`src/rtl/threshold_table_loader.sv`:
```
// Fills the comparator threshold RAM with sat(floor(c * M / 2^FRAC_BITS)) for c = 0..VECTOR_WIDTH.
// Latency: first write 2 cycles after start (plus drain wait), o_Done 3+D+VECTOR_WIDTH cycles after start.
// Backpressure: holds the comparator pipeline via o_PipeHold from start until the cycle after o_Done.
module threshold_table_loader #(
   parameter int VECTOR_WIDTH = 920,
   parameter int CNT_WIDTH    = $clog2(VECTOR_WIDTH),
   parameter int MULT_WIDTH   = 16,
   parameter int FRAC_BITS    = 12
) (
   input  logic                  clk,
   input  logic                  rstn,
   input  logic                  i_Start,
   input  logic [MULT_WIDTH-1:0] i_Mult,
   input  logic                  i_PipeIdle,
   output logic                  o_PipeHold,
   output logic                  o_Busy,
   output logic                  o_Done,
   output logic                  o_Loaded,
   output logic [CNT_WIDTH-1:0]  o_BRAM_Addr,
   output logic [CNT_WIDTH-1:0]  o_BRAM_Din,
   output logic                  o_BRAM_En,
   output logic                  o_BRAM_WrEn
);

   // Accumulator sized so c * M never wraps for any c <= VECTOR_WIDTH.
   localparam int ACC_W = CNT_WIDTH + MULT_WIDTH + 1;
   // Entry counter carries one extra bit so it can reach VECTOR_WIDTH+1.
   localparam logic [CNT_WIDTH:0] END_CNT = (CNT_WIDTH+1)'(VECTOR_WIDTH + 1);

   typedef enum logic [1:0] {
      S_IDLE  = 2'd0,
      S_DRAIN = 2'd1,
      S_WRITE = 2'd2,
      S_DONE  = 2'd3
   } state_t;

   state_t                 state;
   state_t                 state_next;
   logic [MULT_WIDTH-1:0]  mult_q;
   logic [ACC_W-1:0]       acc;
   logic [CNT_WIDTH:0]     cnt;
   logic                   start_acc;

   logic                   busy_d;
   logic                   done_d;
   logic                   wr_d;
   logic [CNT_WIDTH-1:0]   addr_d;
   logic [CNT_WIDTH-1:0]   din_d;

   // A start request only counts while idle; it is never queued.
   assign start_acc = (state == S_IDLE) && i_Start;

   // State register.
   always_ff @(posedge clk or negedge rstn) begin
      if (!rstn) begin
         state <= S_IDLE;
      end else begin
         state <= state_next;
      end
   end

   // Next-state logic.
   always_comb begin
      state_next = state;
      case (state)
         S_IDLE: begin
            if (i_Start) state_next = S_DRAIN;
         end
         S_DRAIN: begin
            if (i_PipeIdle) state_next = S_WRITE;
         end
         S_WRITE: begin
            // cnt has already moved past the last address once VECTOR_WIDTH was written.
            if (cnt == END_CNT) state_next = S_DONE;
         end
         S_DONE: begin
            state_next = S_IDLE;
         end
         default: begin
            state_next = S_IDLE;
         end
      endcase
   end

   // Output decode from the next state so every port comes straight from a flop.
   always_comb begin
      busy_d = 1'b0;
      done_d = 1'b0;
      wr_d   = 1'b0;
      addr_d = '0;
      din_d  = '0;
      busy_d = (state_next != S_IDLE);
      done_d = (state_next == S_DONE);
      if (state_next == S_WRITE) begin
         wr_d   = 1'b1;
         addr_d = cnt[CNT_WIDTH-1:0];
         // Any integer-part bit above the table data width means the entry saturates.
         if (|acc[ACC_W-1:FRAC_BITS+CNT_WIDTH]) begin
            din_d = '1;
         end else begin
            din_d = acc[FRAC_BITS+CNT_WIDTH-1:FRAC_BITS];
         end
      end
   end

   // Multiplier latch, accumulator and entry counter; entries are built by repeated addition.
   always_ff @(posedge clk or negedge rstn) begin
      if (!rstn) begin
         mult_q <= '0;
         acc    <= '0;
         cnt    <= '0;
      end else if (start_acc) begin
         mult_q <= i_Mult;
         acc    <= '0;
         cnt    <= '0;
      end else if (state_next == S_WRITE) begin
         acc <= acc + ACC_W'(mult_q);
         cnt <= cnt + 1'b1;
      end
   end

   // Loaded flag: cleared when a new load is accepted, set as the load completes.
   always_ff @(posedge clk or negedge rstn) begin
      if (!rstn) begin
         o_Loaded <= 1'b0;
      end else if (start_acc) begin
         o_Loaded <= 1'b0;
      end else if (state_next == S_DONE) begin
         o_Loaded <= 1'b1;
      end
   end

   // Registered outputs.
   always_ff @(posedge clk or negedge rstn) begin
      if (!rstn) begin
         o_Busy      <= 1'b0;
         o_PipeHold  <= 1'b0;
         o_Done      <= 1'b0;
         o_BRAM_En   <= 1'b0;
         o_BRAM_WrEn <= 1'b0;
         o_BRAM_Addr <= '0;
         o_BRAM_Din  <= '0;
      end else begin
         o_Busy      <= busy_d;
         o_PipeHold  <= busy_d;
         o_Done      <= done_d;
         o_BRAM_En   <= wr_d;
         o_BRAM_WrEn <= wr_d;
         o_BRAM_Addr <= addr_d;
         o_BRAM_Din  <= din_d;
      end
   end

endmodule

```
`config.mk`:
```
export PLATFORM = sky130hd
export DESIGN_NAME = threshold_table_loader
export DESIGN_NICKNAME = d
export VERILOG_FILES = /design/src/rtl/threshold_table_loader.sv
export SDC_FILE = /design/constraint.sdc
export NUM_CORES = 1
export LEC_CHECK = 0
export CORE_ASPECT_RATIO = 1.2
export CORE_MARGIN = 8
export CORE_UTILIZATION = 40
export DETAILED_ROUTE_END_ITERATION = 10
export GPL_TIMING_DRIVEN = 1
export PLACE_DENSITY = 0.74
export RECOVER_POWER = 50
export SYNTH_ARGS = -nofsm -noshare
export SYNTH_HDL_FRONTEND = slang
export SYNTH_SLANG_ARGS = --single-unit
```
`constraint.sdc`:
```
create_clock -name clk -period 2.5 [get_ports clk]
set_input_delay 0.25 -clock clk [delete_from_list [all_inputs] [get_ports clk]]
set_output_delay 0.25 -clock clk [all_outputs]
set_load 0.05 [all_outputs]
```
# [Word-level counts from Yosys, hierarchy flattened]
# Cells that the tools add are included.
[totals] reg_bits=80 input_bits=20 out_inout_bits=26 elab_cells=38
[classes] n_addsub=2 eq_ne=6 n_mux=14 n_reduce_logical=6
[op_table] op="2-to-1 mux 27 bit" n=2
[op_table] op="2-to-1 mux 10 bit" n=3
[op_table] op="adder 27 x 16 -> 27 bit" n=1
[op_table] op="2-to-1 mux 11 bit" n=2
[op_table] op="adder 11 x 1 -> 11 bit (second input constant)" n=1
[op_table] op="equality test 11 x 10 -> 1 bit (second input constant)" n=1
[op_table] op="equality test 2 bit (second input constant)" n=4
[op_table] op="case mux 2 bit (4 select lines)" n=1
[op_table] op="2-to-1 mux 2 bit" n=3
[op_table] op="nonzero test 2 bit" n=3
[op_table] op="OR reduction 5 bit" n=1
[op_table] op="2-to-1 mux 1 bit" n=3
[op_table] op="equality test 2 x 1 -> 1 bit (second input constant)" n=1
[op_table] op="zero test 2 bit" n=1
[op_table] op="logical AND 1 bit" n=1

# [Depth between registers and ports, before layout]
[logic_depth] word_depth=6 depth_mapped=11 ltp_nobuf=10

# [Worst setup path after synthesis]
# OpenSTA, ideal clock, no wires.
[synth_path] path_type="reg-to-reg" from="register mult_q[0]" to="register acc[24]" setup_ns=0.132 t_arrival_ns=2.278 t_required_ns=2.368 setup_slack_ns=0.090 stages_incl_launch_ff=11 n_path_buf=0 period_less_slack_ns=2.410 path_cell_list="dfrtp_1 -> ha_1 -> inv_1 -> fa_1 -> nor2b_1 -> o2111ai_1 -> a2111oi_2 -> nor4b_1 -> nor4b_1 -> xnor2_1 -> nor2_1"
[synth_between] elab_chain_cells=3
[synth_lines] item="start: declaration" line="39" source="logic [MULT_WIDTH-1:0] mult_q;"
[synth_lines] item="start signal: assignment" line="113" source="mult_q <= i_Mult;"
[synth_lines] item="adder 27 x 16 -> 27 bit" line="117" source="acc <= acc + ACC_W'(mult_q);"
[synth_lines] item="2-to-1 mux 27 bit" line="116" source="end else if (state_next == S_WRITE) begin"
[synth_lines] item="2-to-1 mux 27 bit" line="112" source="end else if (start_acc) begin"
[synth_lines] item="end signal: assignment" line="117"
[synth_lines] item="end: declaration" line="40" source="logic [ACC_W-1:0] acc;"
# No other way between the ends. The select of a mux whose other input is x is not followed.
# A chain may end at the register's enable or synchronous reset.

# [Final worst setup path]
[layout_path] from="register mult_q[0]" to="register acc[16]"
# Same word-level chain as after synthesis.

==> summary.txt <==
STA
  – Fin. Hold Viols: 0
  – Worst slew pin tran: 1.27 ns
  – Peak Freq: 415 MHz
  – Slew Limit Fails: 0
  – Max Clock Skew: 0.00582 ns
  – Fin crit share: 96.5%
  – Min Tclk post-route: 2.41 ns
  – Hold WS: 0.431 ns
  – Slew HR: 15.1%
  – RSZ-0062 raised after global routing: yes
  – Final setup viols: 0

Clocking
  – Longest Clk Path Bufs: 2
  – Worst-skew pair later-pin latency: 0.34 ns
  – CTS H-Tree Depth: 3
  – CTS tree: built
  – Cts bufs inserted: 9
  – Clk Tree Root Cell: clkbuf_16
  – Number of clock sinks: 80
  – Reg clk slew, reported paths: 0.06 ns

Critical path
  – CP Class: reg2reg
  – Crit path arrival time: 2.63 ns
  – CP max FO: 3
  – Critical path's largest stage delay: 0.38 ns
  – CP Cell Sequence: ha_2, inv_1, fa_2, nor2b_4, o2111ai_4, a2111oi_4, nor4b_2, or2_2, nand3_1, o21ai_0
  – CP Launch Type: flip-flop
  – Worst EP required: 2.72 ns
  – Crit path capture type: flip-flop
  – Slowest CP cell: fa_2

Yosys
  – Syn Area/Cell: 9.46 um^2
  – Largest cells by area after synthesis: dfrtp_1, nand2_1, ha_1
  – Synth Warn #: 0
  – Syn Nets: 459
  – Top-area cell type share of the netlist area: 50.4%
  – Cells after Synth: 420
  – Post-synth ARST share: 100%
  – Cell area after synthesis: 3970 um^2
  – Seq cells post-synth: 80
  – Yosys top cell by area: dfrtp_1
  – Post-synth top cells: dfrtp_1, nand2_1, nor2_1
  – Yosys cell types: 51
  – Most common cell in the netlist: dfrtp_1
  – Post-synth EDFFs: 0
  – Sequential area share after synthesis: 50.4%
  – Main synth FF type: dfrtp_1

Global route
  – Initial antenna violation count: 0
  – Global-route wire length before repair: 14800 um
  – GR peak layer: met2
  – Vias in the first global route: 3108
  – GRT met2 Usage: 21.6%
  – Grt ovf: 0
  – Met3 usage: 2.93%
  – Largest net degree at the start of global routing: 53
  – Gr usage total: 13.4%
  – GRT met1 Usage: 16.1%

Finish
  – Filler instances: 905
  – Diodes inserted: 0
  – Layout cells sized above 1: 9.62%
  – Nets: 512
  – Area delta synth->final: 25.0%

Route
  – Vias: 3143
  – 1st-iter DRT viols: 112
  – Total iterations of the first detailed-routing run: 4
  – Total wire length: 8640 um
  – Vias per cell: 5.20
  – Post-route ant nets: 0
  – Drt drc: 0
  – Routed len/inst: 14.3 um

Die
  – Standard-cell rows: 40
  – Total die area: 13400 um^2
  – Core footprint: 9860 um^2
  – Starting Density: 40.3%
  – Die width: 107 um
  – Vert. Die Dim: 125 um
  – IO Pins: 46

Min path
  – Hold Path Class: in2reg

Power and ir drop
  – Lkg Pwr: 2.25 nW
  – Total power: 5.79 mW
  – PD cells: 1170 nW/um^2
  – VDD IR max: 0.000478 V

Place
  – PortBufs: 45
  – Hpwl dp: 6060 um
  – RD Place Congestion: 0.856

Run status
  – Run status: finished clean

Run
  – Max-cap viol count: 0
critical path, delay by kind of cell, from the launching register on:
kind                     cells  cell delay, ns
AO/OA/AOI/OAI                3            0.61
buffers and inverters        1            0.06
adder cells (fa/ha/maj)      2            0.58
AND/OR/NAND/NOR              4            0.68
flip-flops                   1            0.36
stage by stage:
stage	instances	setup slack [ns]	util (%)	instance area [um^2]	setup TNS, ns
3_3_place_gp	586	-0.0364	46.6	4590	-0.0364
6_report	604	0.0877	50.4	4960	0
2_1_floorplan	420	0.0905	-	3970	0
3_5_place_dp	586	-0.117	46.6	4590	-0.227
4_1_cts	603	0.000482	50.2	4950	0
5_1_grt	604	-0.0337	50.4	4960	-0.112
routing by layer:
metal | part of all wire (%) | vias up
met2 | 50 | 51
met5 | 0 | -
li1 | - | 1542
met4 | 2.4 | 0
met3 | 3.9 | 13
met1 | 44 | 1537
registers in the layout, summed over array words and instances, names as in the netlist:
register and count:
o_BRAM_Addr 10, cnt 11, state 2, o_Loaded 1, o_BRAM_Din 10, o_Done 1, o_Busy 1, mult_q 16
o_BRAM_WrEn 1, acc 27
power breakdown:
group          leakage (nW)  internal [mW]  total, mW  switching [mW]
clock                 0.132          0.771       1.28           0.509
sequential             1.06           1.62       1.84           0.217
combinational          1.05           1.00       2.67            1.67
what timing repair did:
item                                   in CTS  in global routing
buffers inserted                            0                  1
setup endpoints to repair                   7                 14
hold buffers                                1                  0
endpoints found under the hold margin      51                  0
pin swaps                                   3                  3
gates resized for setup                     8                  7
final timing paths:
check                           from   endpoint  slack [ns]  depth (start not counted)
setup / recovery           mult_q[0]    acc[16]        0.09                         10
hold / removal             i_Mult[6]  mult_q[6]        0.43                          3
setup reg to reg           mult_q[0]    acc[16]        0.09                         10
hold reg to reg            mult_q[6]  mult_q[6]        0.48                          2
max in group asynchronous       rstn    acc[12]        0.42                          3
min in group asynchronous       rstn  mult_q[2]        0.73                          2
layout by cell type, fill, tap and decap left out, types with 3 or more instances in the layout:
cell and n:
dfrtp_1 80, nand2_1 79, nor2_1 44, clkdlybuf4s50_1 44
o21ai_0 32, nand3_1 27, ha_1 17, a21oi_1 15
xnor2_1 13, inv_1 9, clkbuf_16 9, xor2_1 8
buf_4 8, and2_1 7, nor2b_1 5, nor3_1 5
mux2i_1 5, clkbuf_1 5, a21o_1 4, a31o_2 4
o21a_1 4, o211ai_1 3, and3_1 3, nand4_1 3
clkinvlp_4 3
kinds of logic after synthesis:
kind of cell | synth area share (%)
AO/OA/AOI/OAI | 12.1
multiplexers | 1.26
AND/OR/NAND/NOR | 22.4
XOR/XNOR | 4.63
buffers and inverters | 3.06
flip-flops | 50.4
adder cells (fa/ha/maj) | 6.18
layout make-up:
cell class	instances	area, um^2	area share (%)
clock inverters	5	57.6	1.16
multi-input cells	314	1940	39.1
well taps	126	158	3.18
flip-flops and latches	80	2000	40.3
clock buffers	11	233	4.69
inverters	10	40.0	0.806
repair buffers	58	532	10.7
(Power assumes the default switching activity.)
